`config.mk`:
```
export PLATFORM = sky130hd
export DESIGN_NAME = histogram_engine
export DESIGN_NICKNAME = d
export VERILOG_FILES = /design/src/rtl/histogram_engine.sv
export SDC_FILE = /design/constraint.sdc
export NUM_CORES = 1
export LEC_CHECK = 0
export ABC_AREA = 1
export BUFFER_PORTS_ARGS = -buffer_cell sky130_fd_sc_hd__buf_2
export CELL_PAD_IN_SITES_DETAIL_PLACEMENT = 0
export CELL_PAD_IN_SITES_GLOBAL_PLACEMENT = 2
export CORE_UTILIZATION = 31
export CTS_CLUSTER_SIZE = 10
export DETAILED_ROUTE_END_ITERATION = 16
export PLACE_DENSITY_LB_ADDON = 0.1
export SYNTH_ARGS = -nofsm -noshare
export SYNTH_HDL_FRONTEND = slang
export SYNTH_SLANG_ARGS = --single-unit
export TNS_END_PERCENT = 20
```
`constraint.sdc`:
```
create_clock -name clock -period 3.38 [get_ports clock]
set_input_delay 0.676 -clock clock [delete_from_list [all_inputs] [get_ports clock]]
set_output_delay 0.676 -clock clock [all_outputs]
set_load 0.01 [all_outputs]
```
`src/rtl/histogram_engine.sv`:
```
// Streams packed pixel words from input memory and accumulates a bin-count
// histogram in scratch memory through a read-modify-write pipeline with forwarding.
module histogram_engine #(
    parameter int MEM_W    = 128,
    parameter int PIXEL_W  = 8,
    parameter int COUNT_W  = 32,
    parameter int ADDR_W   = 16,
    parameter int SATURATE = 1
) (
    input  logic              clock,
    input  logic              reset,
    input  logic              start,
    input  logic              clear_first,
    input  logic [ADDR_W-1:0] in_base_addr,
    input  logic [ADDR_W-1:0] in_num_words,
    output logic              busy,
    output logic              done,
    output logic              in_rd_en,
    output logic [ADDR_W-1:0] in_addr,
    input  logic [MEM_W-1:0]  in_rdata,
    output logic              scr_rd_en,
    output logic [ADDR_W-1:0] scr_rd_addr,
    input  logic [MEM_W-1:0]  scr_rdata,
    output logic              scr_we,
    output logic [ADDR_W-1:0] scr_waddr,
    output logic [MEM_W-1:0]  scr_wdata
);

    localparam int PPW       = MEM_W / PIXEL_W;
    localparam int BPW       = MEM_W / COUNT_W;
    localparam int SCR_WORDS = (2 ** PIXEL_W) / BPW;
    localparam int LANE_W    = (BPW > 1) ? $clog2(BPW) : 1;
    localparam int PC_W      = $clog2(PPW + 1);

    typedef enum logic [2:0] {
        S_IDLE,
        S_CLEAR,
        S_FETCH,
        S_WAIT,
        S_ISSUE,
        S_DRAIN,
        S_DONE
    } state_t;

    state_t              state_reg, state_next;
    logic [ADDR_W-1:0]   base_reg;
    logic [ADDR_W-1:0]   num_reg;
    logic [ADDR_W-1:0]   widx_reg;
    logic [ADDR_W-1:0]   clr_cnt_reg;
    logic [PC_W-1:0]     pix_cnt_reg;
    logic                drain_cnt_reg;
    logic [MEM_W-1:0]    pix_sh_reg;

    // Pipeline: s1 = issued pixel awaiting scratch data, wr = result on the
    // write port, dly = the write from one cycle earlier (still unseen by reads).
    logic                s1_valid_reg;
    logic [ADDR_W-1:0]   s1_word_reg;
    logic [LANE_W-1:0]   s1_lane_reg;
    logic                wr_valid_reg;
    logic [ADDR_W-1:0]   wr_addr_reg;
    logic [MEM_W-1:0]    wr_data_reg;
    logic                dly_valid_reg;
    logic [ADDR_W-1:0]   dly_addr_reg;
    logic [MEM_W-1:0]    dly_data_reg;

    logic [PIXEL_W-1:0]  cur_pixel;
    logic [ADDR_W-1:0]   cur_word;
    logic [LANE_W-1:0]   cur_lane;
    logic                last_word;
    logic [MEM_W-1:0]    merge_base;
    logic [MEM_W-1:0]    merged;

    assign cur_pixel = pix_sh_reg[PIXEL_W-1:0];
    assign cur_word  = ADDR_W'(cur_pixel / PIXEL_W'(BPW));
    assign cur_lane  = LANE_W'(cur_pixel % PIXEL_W'(BPW));
    assign last_word = (widx_reg == num_reg - ADDR_W'(1));

    always_comb begin
        state_next = state_reg;
        case (state_reg)
            S_IDLE: begin
                if (start) begin
                    if (clear_first)
                        state_next = S_CLEAR;
                    else if (in_num_words == '0)
                        state_next = S_DONE;
                    else
                        state_next = S_FETCH;
                end
            end
            S_CLEAR: begin
                if (clr_cnt_reg == ADDR_W'(SCR_WORDS - 1))
                    state_next = (num_reg == '0) ? S_DONE : S_FETCH;
            end
            S_FETCH: state_next = S_WAIT;
            S_WAIT:  state_next = S_ISSUE;
            S_ISSUE: begin
                if (pix_cnt_reg == PC_W'(PPW - 1))
                    state_next = S_DRAIN;
            end
            S_DRAIN: begin
                if (drain_cnt_reg)
                    state_next = last_word ? S_DONE : S_FETCH;
            end
            S_DONE:  state_next = S_IDLE;
            default: state_next = S_IDLE;
        endcase
    end

    always_ff @(posedge clock or negedge reset) begin
        if (!reset) begin
            state_reg     <= S_IDLE;
            base_reg      <= '0;
            num_reg       <= '0;
            widx_reg      <= '0;
            clr_cnt_reg   <= '0;
            pix_cnt_reg   <= '0;
            drain_cnt_reg <= 1'b0;
            pix_sh_reg    <= '0;
        end else begin
            state_reg <= state_next;
            case (state_reg)
                S_IDLE: begin
                    if (start) begin
                        base_reg    <= in_base_addr;
                        num_reg     <= in_num_words;
                        widx_reg    <= '0;
                        clr_cnt_reg <= '0;
                    end
                end
                S_CLEAR: clr_cnt_reg <= clr_cnt_reg + ADDR_W'(1);
                S_WAIT: begin
                    pix_sh_reg  <= in_rdata;
                    pix_cnt_reg <= '0;
                end
                S_ISSUE: begin
                    pix_sh_reg    <= pix_sh_reg >> PIXEL_W;
                    pix_cnt_reg   <= pix_cnt_reg + PC_W'(1);
                    drain_cnt_reg <= 1'b0;
                end
                S_DRAIN: begin
                    drain_cnt_reg <= 1'b1;
                    if (drain_cnt_reg && !last_word)
                        widx_reg <= widx_reg + ADDR_W'(1);
                end
                default: ;
            endcase
        end
    end

    always_ff @(posedge clock or negedge reset) begin
        if (!reset) begin
            s1_valid_reg  <= 1'b0;
            s1_word_reg   <= '0;
            s1_lane_reg   <= '0;
            wr_valid_reg  <= 1'b0;
            wr_addr_reg   <= '0;
            wr_data_reg   <= '0;
            dly_valid_reg <= 1'b0;
            dly_addr_reg  <= '0;
            dly_data_reg  <= '0;
        end else begin
            s1_valid_reg  <= (state_reg == S_ISSUE);
            s1_word_reg   <= cur_word;
            s1_lane_reg   <= cur_lane;
            wr_valid_reg  <= s1_valid_reg;
            wr_addr_reg   <= s1_word_reg;
            if (s1_valid_reg)
                wr_data_reg <= merged;
            dly_valid_reg <= wr_valid_reg;
            dly_addr_reg  <= wr_addr_reg;
            dly_data_reg  <= wr_data_reg;
        end
    end

    // The newest in-flight result for the same word wins over memory data.
    always_comb begin
        merge_base = scr_rdata;
        if (wr_valid_reg && (wr_addr_reg == s1_word_reg))
            merge_base = wr_data_reg;
        else if (dly_valid_reg && (dly_addr_reg == s1_word_reg))
            merge_base = dly_data_reg;
    end

    genvar gi;
    generate
        for (gi = 0; gi < BPW; gi++) begin : g_lane
            localparam int HI = MEM_W - 1 - gi * COUNT_W;
            logic [COUNT_W-1:0] lane_val;
            logic               lane_inc;
            assign lane_val = merge_base[HI -: COUNT_W];
            assign lane_inc = (s1_lane_reg == LANE_W'(gi)) &&
                              !((SATURATE != 0) && (&lane_val));
            assign merged[HI -: COUNT_W] = lane_inc ? lane_val + COUNT_W'(1) : lane_val;
        end
    endgenerate

    always_comb begin
        busy        = (state_reg != S_IDLE);
        done        = (state_reg == S_DONE);
        in_rd_en    = 1'b0;
        in_addr     = '0;
        scr_rd_en   = 1'b0;
        scr_rd_addr = '0;
        scr_we      = 1'b0;
        scr_waddr   = '0;
        scr_wdata   = '0;
        if (state_reg == S_FETCH) begin
            in_rd_en = 1'b1;
            in_addr  = base_reg + widx_reg;
        end
        if (state_reg == S_ISSUE) begin
            scr_rd_en   = 1'b1;
            scr_rd_addr = cur_word;
        end
        if (state_reg == S_CLEAR) begin
            scr_we    = 1'b1;
            scr_waddr = clr_cnt_reg;
        end else if (wr_valid_reg) begin
            scr_we    = 1'b1;
            scr_waddr = wr_addr_reg;
            scr_wdata = wr_data_reg;
        end
    end

endmodule

```
==> summary.md, run 1 <==
| Metric | Value |
|---|---|
| GRT overflow | 0 |
| Area grow syn2layout | 22.8% |
| VDD IR max | 0.560 mV |
| First-pass GRT wire length | roughly 180 mm |
| Cell Area, Synth | roughly 0.030 sq mm |
| Final Hold Viols | 0 |
| Total track usage | 23.0% |
| CTS Buffer Depth | 3 |
| Detailed-route DRC error count | 0 |
| WP data required | around 2.7 ns |
| Max-slew headroom | 41.5% |
| Number of vias per cell | around 4.7 |
| Worst min path class | in -> reg |
| Top cell type's share of synthesized area | 39.6% |
| EDFF count, synth | 0 |
| TritonCTS clock tree | yes |
| Syn Inst Count | 4689 |
| Slowest cell on the critical path | dfrtp_1 |
| CTS root buf | clkbuf_16 |
| Status | complete, but fails checks |
| Layout cell share with drive strength beyond 1 | 16.7% |
| Critical Path Most Common Cell | nand2_2 |
| Die H | around 310 um |
| DP Wirelength | 83.8 mm |
| Layout Nets | approximately 5500 |
| Placed Cells incl. Taps | 6361 |
| FMAX | 283 MHz |
| Fin cells | about 6500 |
| Setup crit start kind | flip-flop |
| Max_cap viols | 0 |
| Total CTS buffers | 61 |
| Top-count cell post-synth | nand2_1 |
| Routed len/inst | around 18 um |
| Failing checks | setup timing |
| I/O Buffers | 462 |
| Worst Max-Slew Pin Slew | 0.876 ns |
| # rows | 114 |
| Initial antenna violation count | 23 |
| Worst path arrival time | 2.86 ns |
| Minimum clock period | between 3 and 4 ns |
| 1st-iter DRT viols | 1636 |
| Kind of critical path | reg -> out |
| Post-synth ARST share | between 90% and 100% |
| Syn Area/Cell | 6.47 sq um |
| Critical path's largest stage delay | about 0.42 ns |
| Final setup margin | -0.159 ns |
| Vias | 30400 |
| Vias in the first global route | 29900 |
| Post-route setup TNS | -0.303 ns |
| Leak Pwr | slightly above 20 nW |
| Clock Sinks | 480 |
| WL final | 116 mm |
| Placer Congestion | 0.891 |
| CP endpoint kind | output pin |
| Post-route ant nets | 0 |
| H-tree depth | 2 |
| Drt first pass iters | 8 |
| Pin count of the biggest net entering global routing | approximately 130 |
| Seq/Total Area, Yosys | 39.6% |
| Die Span X | 315 um |
| Synth area leaders | dfrtp_1, nand2_1, nand3_1 |
| Top cells by count, synth | nand2_1, inv_1, dfrtp_1 |
| Top-Level Pins | 473 |
| Die area | 0.0990 sq mm |
| Starting Density | between 30% and 40% |
| Yosys reg bits | 480 |
| Cell Chain, Critical Path | ha_4, fa_2, nand3_2, nand2_2, nand2_2, nand2_2, a21oi_4, o21ai_2, inv_1, o21a_1, o21ai_2, o21ai_1, a21oi_2, buf_2 |
| Synth Flop Type | dfrtp_1 |
| Slew Limit Fails | 0 |
| Clock skew | 0.0189 ns |
| Pre-CTS worst setup slack | -0.0122 ns |
| Post-synthesis cell type count | 48 |
| Filler instances | 10800 |
| Final number of setup-violating endpoints | 4 |
| Clk Latency, worst-skew pair | between 0.6 and 0.7 ns |
| RSZ-0062 raised after global routing | true |
| Final Cycle Share | 105% |
| YS warnings | 0 |
| PwrDens | 686 mW/mm^2 |
| Core footprint | 0.0967 sq mm |
| CP max FO | 2 |
| Register clock-pin slew on the reported worst setup and hold paths | approximately 0.06 ns |
| Post-synth top area cell | dfrtp_1 |
[what timing repair did]
| item | 4_1_cts | 5_1_grt |
|---|---|---|
| pin swaps | 6 | 18 |
| hold endpoints to repair | 29 | 0 |
| cloned | 1 | 2 |
| setup buffers | 5 | 13 |
| hold buffers | 1 | 0 |
| endpoints found under the setup margin | 120 | 202 |
| resized for setup | 39 | 79 |
[routing by layer]
metal  GRT usage, %  routed length (um)
met1           30.7               52700
met2           38.2               54500
met3           4.43                6260
met4           5.48                2300
met5              0                 171
[report_power, final]
group | switching (mW) | internal [mW]
clock network | 2.75 | 3.73
logic | 5.95 | 2.94
registers | 1.92 | 8.25
total | 10.6 | 14.9
[per-stage QoR]
step	hold WS (ns)	cell area [sq um]	util [%]	power [mW]
detailed placement	0.378	34600	35.8	19.0
CTS	0.150	36800	38.0	25.8
finish	0.199	37200	38.5	25.5
floorplan	0.354	30300	-	15.5
global route	0.179	37200	38.5	27.6
global placement	0.365	34600	35.8	19.0
[layout by cell type, fill, tap and decap left out, types with 27 or more instances in the layout]
cell       instances
o21bai_1          27
buf_2            461
nand4_1          147
nor2_1           299
xor2_1            60
o21ai_0           73
nand3_1          465
nand2_1         2054
inv_1            564
dfrtp_1          474
or2_2             30
buf_4            140
clkbuf_16         61
a21oi_1           36
[path summary, 6_finish.rpt]
path | from | to | slack, ns | depth (start not counted)
max reg2reg | s1_word_reg[5]$_DFF_PN0_ | wr_data_reg[31]$_DFFE_PN0P_ | 0.26 | 19
max in group asynchronous | reset | dly_data_reg[54]$_DFF_PN0_ | 1.70 | 3
max | widx_reg[0]$_DFFE_PN0P_ | in_addr[12] | -0.16 | 14
min in group asynchronous | reset | dly_data_reg[13]$_DFF_PN0_ | 0.60 | 2
min reg2reg | pix_sh_reg[5]$_DFFE_PN0P_ | s1_word_reg[3]$_DFF_PN0_ | 0.39 | 0
min | in_base_addr[2] | base_reg[2]$_DFFE_PN0P_ | 0.20 | 3
[cell type report]
cell class | count | area (sq um) | share of cell area, %
Sequential cell | 480 | 12000 | 32.3
Clock buffer | 88 | 1720 | 4.61
Timing Repair Buffer | 634 | 3970 | 10.6
Timing Repair inverter | 1 | 8.76 | 0.0235
Tap cell | 1276 | 1600 | 4.29
Clock inverter | 16 | 211 | 0.568
Antenna cell | 7 | 17.5 | 0.0470
Multi-Input combinational cell | 3414 | 15500 | 41.6
Inverter | 578 | 2220 | 5.95
[critical path, delay by kind of cell, from the launching register on]
kind / cells / cell delay [ns]
adder cells (fa/ha/maj): 2 / 0.55
flip-flops: 1 / 0.42
buffers and inverters: 2 / 0.20
AO/OA/AOI/OAI: 6 / 0.74
AND/OR/NAND/NOR: 4 / 0.28
[cell families (layout without fill, tap and decap cells)]
| logic type | count (synthesis) | in the layout | share of synthesized area, % |
|---|---|---|---|
| AOI/OAI and AO/OA | 197 | 197 | 3.78 |
| and+or+nand+nor | 3099 | 3101 | 42.4 |
| other | 1 | 17 | 0.0124 |
| xor gates and xnor gates | 79 | 79 | 2.28 |
| buffers and inverters | 806 | 1317 | 10.8 |
| muxes | 2 | 2 | 0.0660 |
| adders and majority gates | 25 | 25 | 1.06 |
| DFF | 480 | 480 | 39.6 |
(Power assumes the default switching activity.)
==> inputs of run 2 (changes only) <==
SETUP_SLACK_MARGIN = 0.3   (was unset)
==> run 2 against run 1 <==
  * The flow still finishes with violations (setup timing)
  * Clock skew fell by 0.0067 ns
  * Fmax fell by 0.44%
  * Clock power barely moved
==> summary.md, run 2 (synthesis results as in run 1) <==
| Metric | Value |
|---|---|
| Status | complete, but fails checks |
| Failing checks | setup timing |
| Vias | 31400 (+3.4%) |
| Register clock-pin slew on the reported worst setup and hold paths | 0.06 ns (about the same) |
| Kind of critical path | reg -> out |
| Clk Latency, worst-skew pair | 0.67 ns (about the same) |
| Most frequent cells in the layout | nand2_1, inv_1, dfrtp_1 |
| Worst Max-Slew Pin Slew | 1.00 ns (+0.124 ns) |
| Top-Level Pins | 473 (unchanged) |
| Clock Sinks | 480 (unchanged) |
| Post-route ant nets | 0 (unchanged) |
| FMAX | 281 MHz (-0.44%) |
| Post-route setup TNS | -0.335 ns (-0.0318 ns) |
| Routed len/inst | 18.7 um (+5.0%) |
| Detailed-route DRC error count | 0 (unchanged) |
| Clock skew | 0.0122 ns (-0.00666 ns) |
| 1st-iter DRT viols | 1633 (-0.18%) |
| Max-slew headroom | 33.2% (-8.3 points) |
| Commonest non-fill, non-tap cell in the layout | nand2_1 |
| Reg power frac | 37.6% (-2.2 points) |
| Vias in the first global route | 30000 (+0.35%) |
| Placer Congestion | 0.891 (unchanged) |
| Clock power frac | 23.9% (-1.5 points) |
| Final Cycle Share | 105% (+0.46 points) |
| Die area | 0.0990 sq mm (unchanged) |
| CP endpoint kind | output pin |
| Die Span X | 315 um (unchanged) |
| Layout cell share with drive strength beyond 1 | 26.1% (+9.4 points) |
| PwrDens | 669 mW/mm^2 (-2.4%) |
| # rows | 114 (unchanged) |
| Area of the multi-input gates | 0.0171 sq mm (+11%) |
| Max_cap viols | 0 (unchanged) |
| Core footprint | 0.0967 sq mm (unchanged) |
| Minimum clock period | 3.55 ns (+0.0155 ns) |
| Die H | 315 um (unchanged) |
| Internal Power | 15.7 mW (+5.2%) |
| Area grow syn2layout | 34.2% |
| Final number of setup-violating endpoints | 4 (unchanged) |
| Initial antenna violation count | 23 (unchanged) |
| CTS root buf | clkbuf_16 |
| GRT overflow | 0 (unchanged) |
| Leak Pwr | 22.0 nW (+6.2%) |
| CP max FO | 3 (+1) |
| FF/Latch Area | 0.0120 sq mm (about the same) |
| WP data required | 2.70 ns (about the same) |
| TritonCTS clock tree | yes |
| Slew Limit Fails | 0 (unchanged) |
| Filler instances | 10500 (-2.6%) |
| P_sw | 11.5 mW (+8.5%) |
| VDD IR max | 0.552 mV (-1.4%) |
| Starting Density | 31.3% (unchanged) |
| Worst min path class | in -> reg |
| Worst path arrival time | 2.88 ns (+0.02 ns) |
| Placed Cells incl. Taps | 6361 (unchanged) |
| Setup crit start kind | flip-flop |
| I/O Buffers | 462 (unchanged) |
| Pin count of the biggest net entering global routing | 129 (unchanged) |
| Total CTS buffers | 61 (unchanged) |
| DP Wirelength | 83.8 mm (unchanged) |
| Net Sw Frac | 42.3% (+0.74 points) |
| First-pass GRT wire length | 179 mm (+0.68%) |
| FF-to-FF setup slack | 0.21 ns (-0.05 ns) |
| CTS Buffer Depth | 3 (unchanged) |
| Total track usage | 23.2% (+0.20 points) |
| Comb power frac | 38.5% (+3.7 points) |
| Layout Nets | 5625 (+2.5%) |
| WL final | 124 mm (+7.2%) |
| Fin cells | 6629 (+2.1%) |
| Drt first pass iters | 6 (-2) |
| RSZ-0062 raised after global routing | true |
| Number of vias per cell | 4.74 (+1.3%) |
| Final Hold Viols | 0 (unchanged) |
| Final setup margin | -0.175 ns (-0.0155 ns) |
| H-tree depth | 2 (unchanged) |
-- run 2: changes by cell type in the layout (fill, tap and decap cells not counted), sizes merged --
cell / change
diode: -3
buf: +114
clkinvlp: +1
nand2: +4
clkbuf: +16
inv: -2
bufinv: -1
clkinv: +6
-- run 2: what timing repair did --
item	in CTS	in global routing
gates resized for setup	141	564
pin swaps	26	241
endpoints found under the setup margin	274	271
buffers inserted	11	114
gates cloned	5	29
hold buffers	1	0
endpoints found under the hold margin	29	0
-- run 2: through the flow --
| step | utilization [%] | area [sq um] | worst slack [ns] | total power [mW] | hold slack [ns] |
|---|---|---|---|---|---|
| 2_1_floorplan | - | 30300 | 0.342 | 15.5 | 0.354 |
| 3_3_place_gp | 35.8 | 34600 | -0.0126 | 19.0 | 0.365 |
| 3_5_place_dp | 35.8 | 34600 | -0.0122 | 19.0 | 0.378 |
| 4_1_cts | 38.6 | 37300 | -0.135 | 26.1 | 0.150 |
| 5_1_grt | 42.1 | 40700 | -0.306 | 29.2 | 0.180 |
| 6_report | 42.1 | 40700 | -0.175 | 27.2 | 0.203 |
-- run 2: power by group through the flow --
stage | registers, mW | logic [mW] | clock network, mW
final | 10.2 | 10.5 | 6.50
after global placement | 10.2 | 8.72 | 0
after detailed placement | 10.3 | 8.76 | 0
after floorplan | 9.50 | 6.02 | 0
after CTS | 10.2 | 9.15 | 6.70
after global routing | 10.6 | 11.8 | 6.90
-- run 2: worst paths after layout --
path	startpoint	cells past startpoint	to
worst max-delay path	widx_reg[0]$_DFFE_PN0P_	14	in_addr[12]
worst min-delay path	in_base_addr[2]	3	base_reg[2]$_DFFE_PN0P_
worst max register to register	s1_word_reg[5]$_DFF_PN0_	21	wr_data_reg[125]$_DFFE_PN0P_
worst min register to register	pix_sh_reg[5]$_DFFE_PN0P_	0	s1_word_reg[3]$_DFF_PN0_
max in group asynchronous	reset	3	dly_data_reg[54]$_DFF_PN0_
min in group asynchronous	reset	2	dly_data_reg[13]$_DFF_PN0_
-- run 2: area by class of cell --
class	count	area share, %
diodes	4	0.0246
clock buffers	88	4.22
clock inverters	16	0.520
inverters	578	5.53
multi-input cells	3418	42.1
flip-flops and latches	480	29.6
well taps	1276	3.92
repair buffers	764	14.0
repair inverters	5	0.145
-- run 2: metal layers --
metal / routed length [um] / share of wire [%] / global-route usage [%]
met5: 179 / 0.14 / 0
met4: 2450 / 2.0 / 5.45
met3: 6300 / 5.1 / 4.47
met2: 59400 / 48 / 38.7
met1: 55900 / 45 / 30.9
-- run 2: worst max-delay path, cell delays in order (launching register included) --
cell,delay (ns)
dfrtp_1,0.42
ha_4,0.19
fa_2,0.38
nand3_2,0.08
nand2_2,0.06
nand2_2,0.07
nand2_2,0.06
a21oi_4,0.15
o21ai_2,0.09
inv_1,0.06
o21a_1,0.18
o21ai_2,0.09
o21ai_1,0.17
a21oi_2,0.06
buf_2,0.14
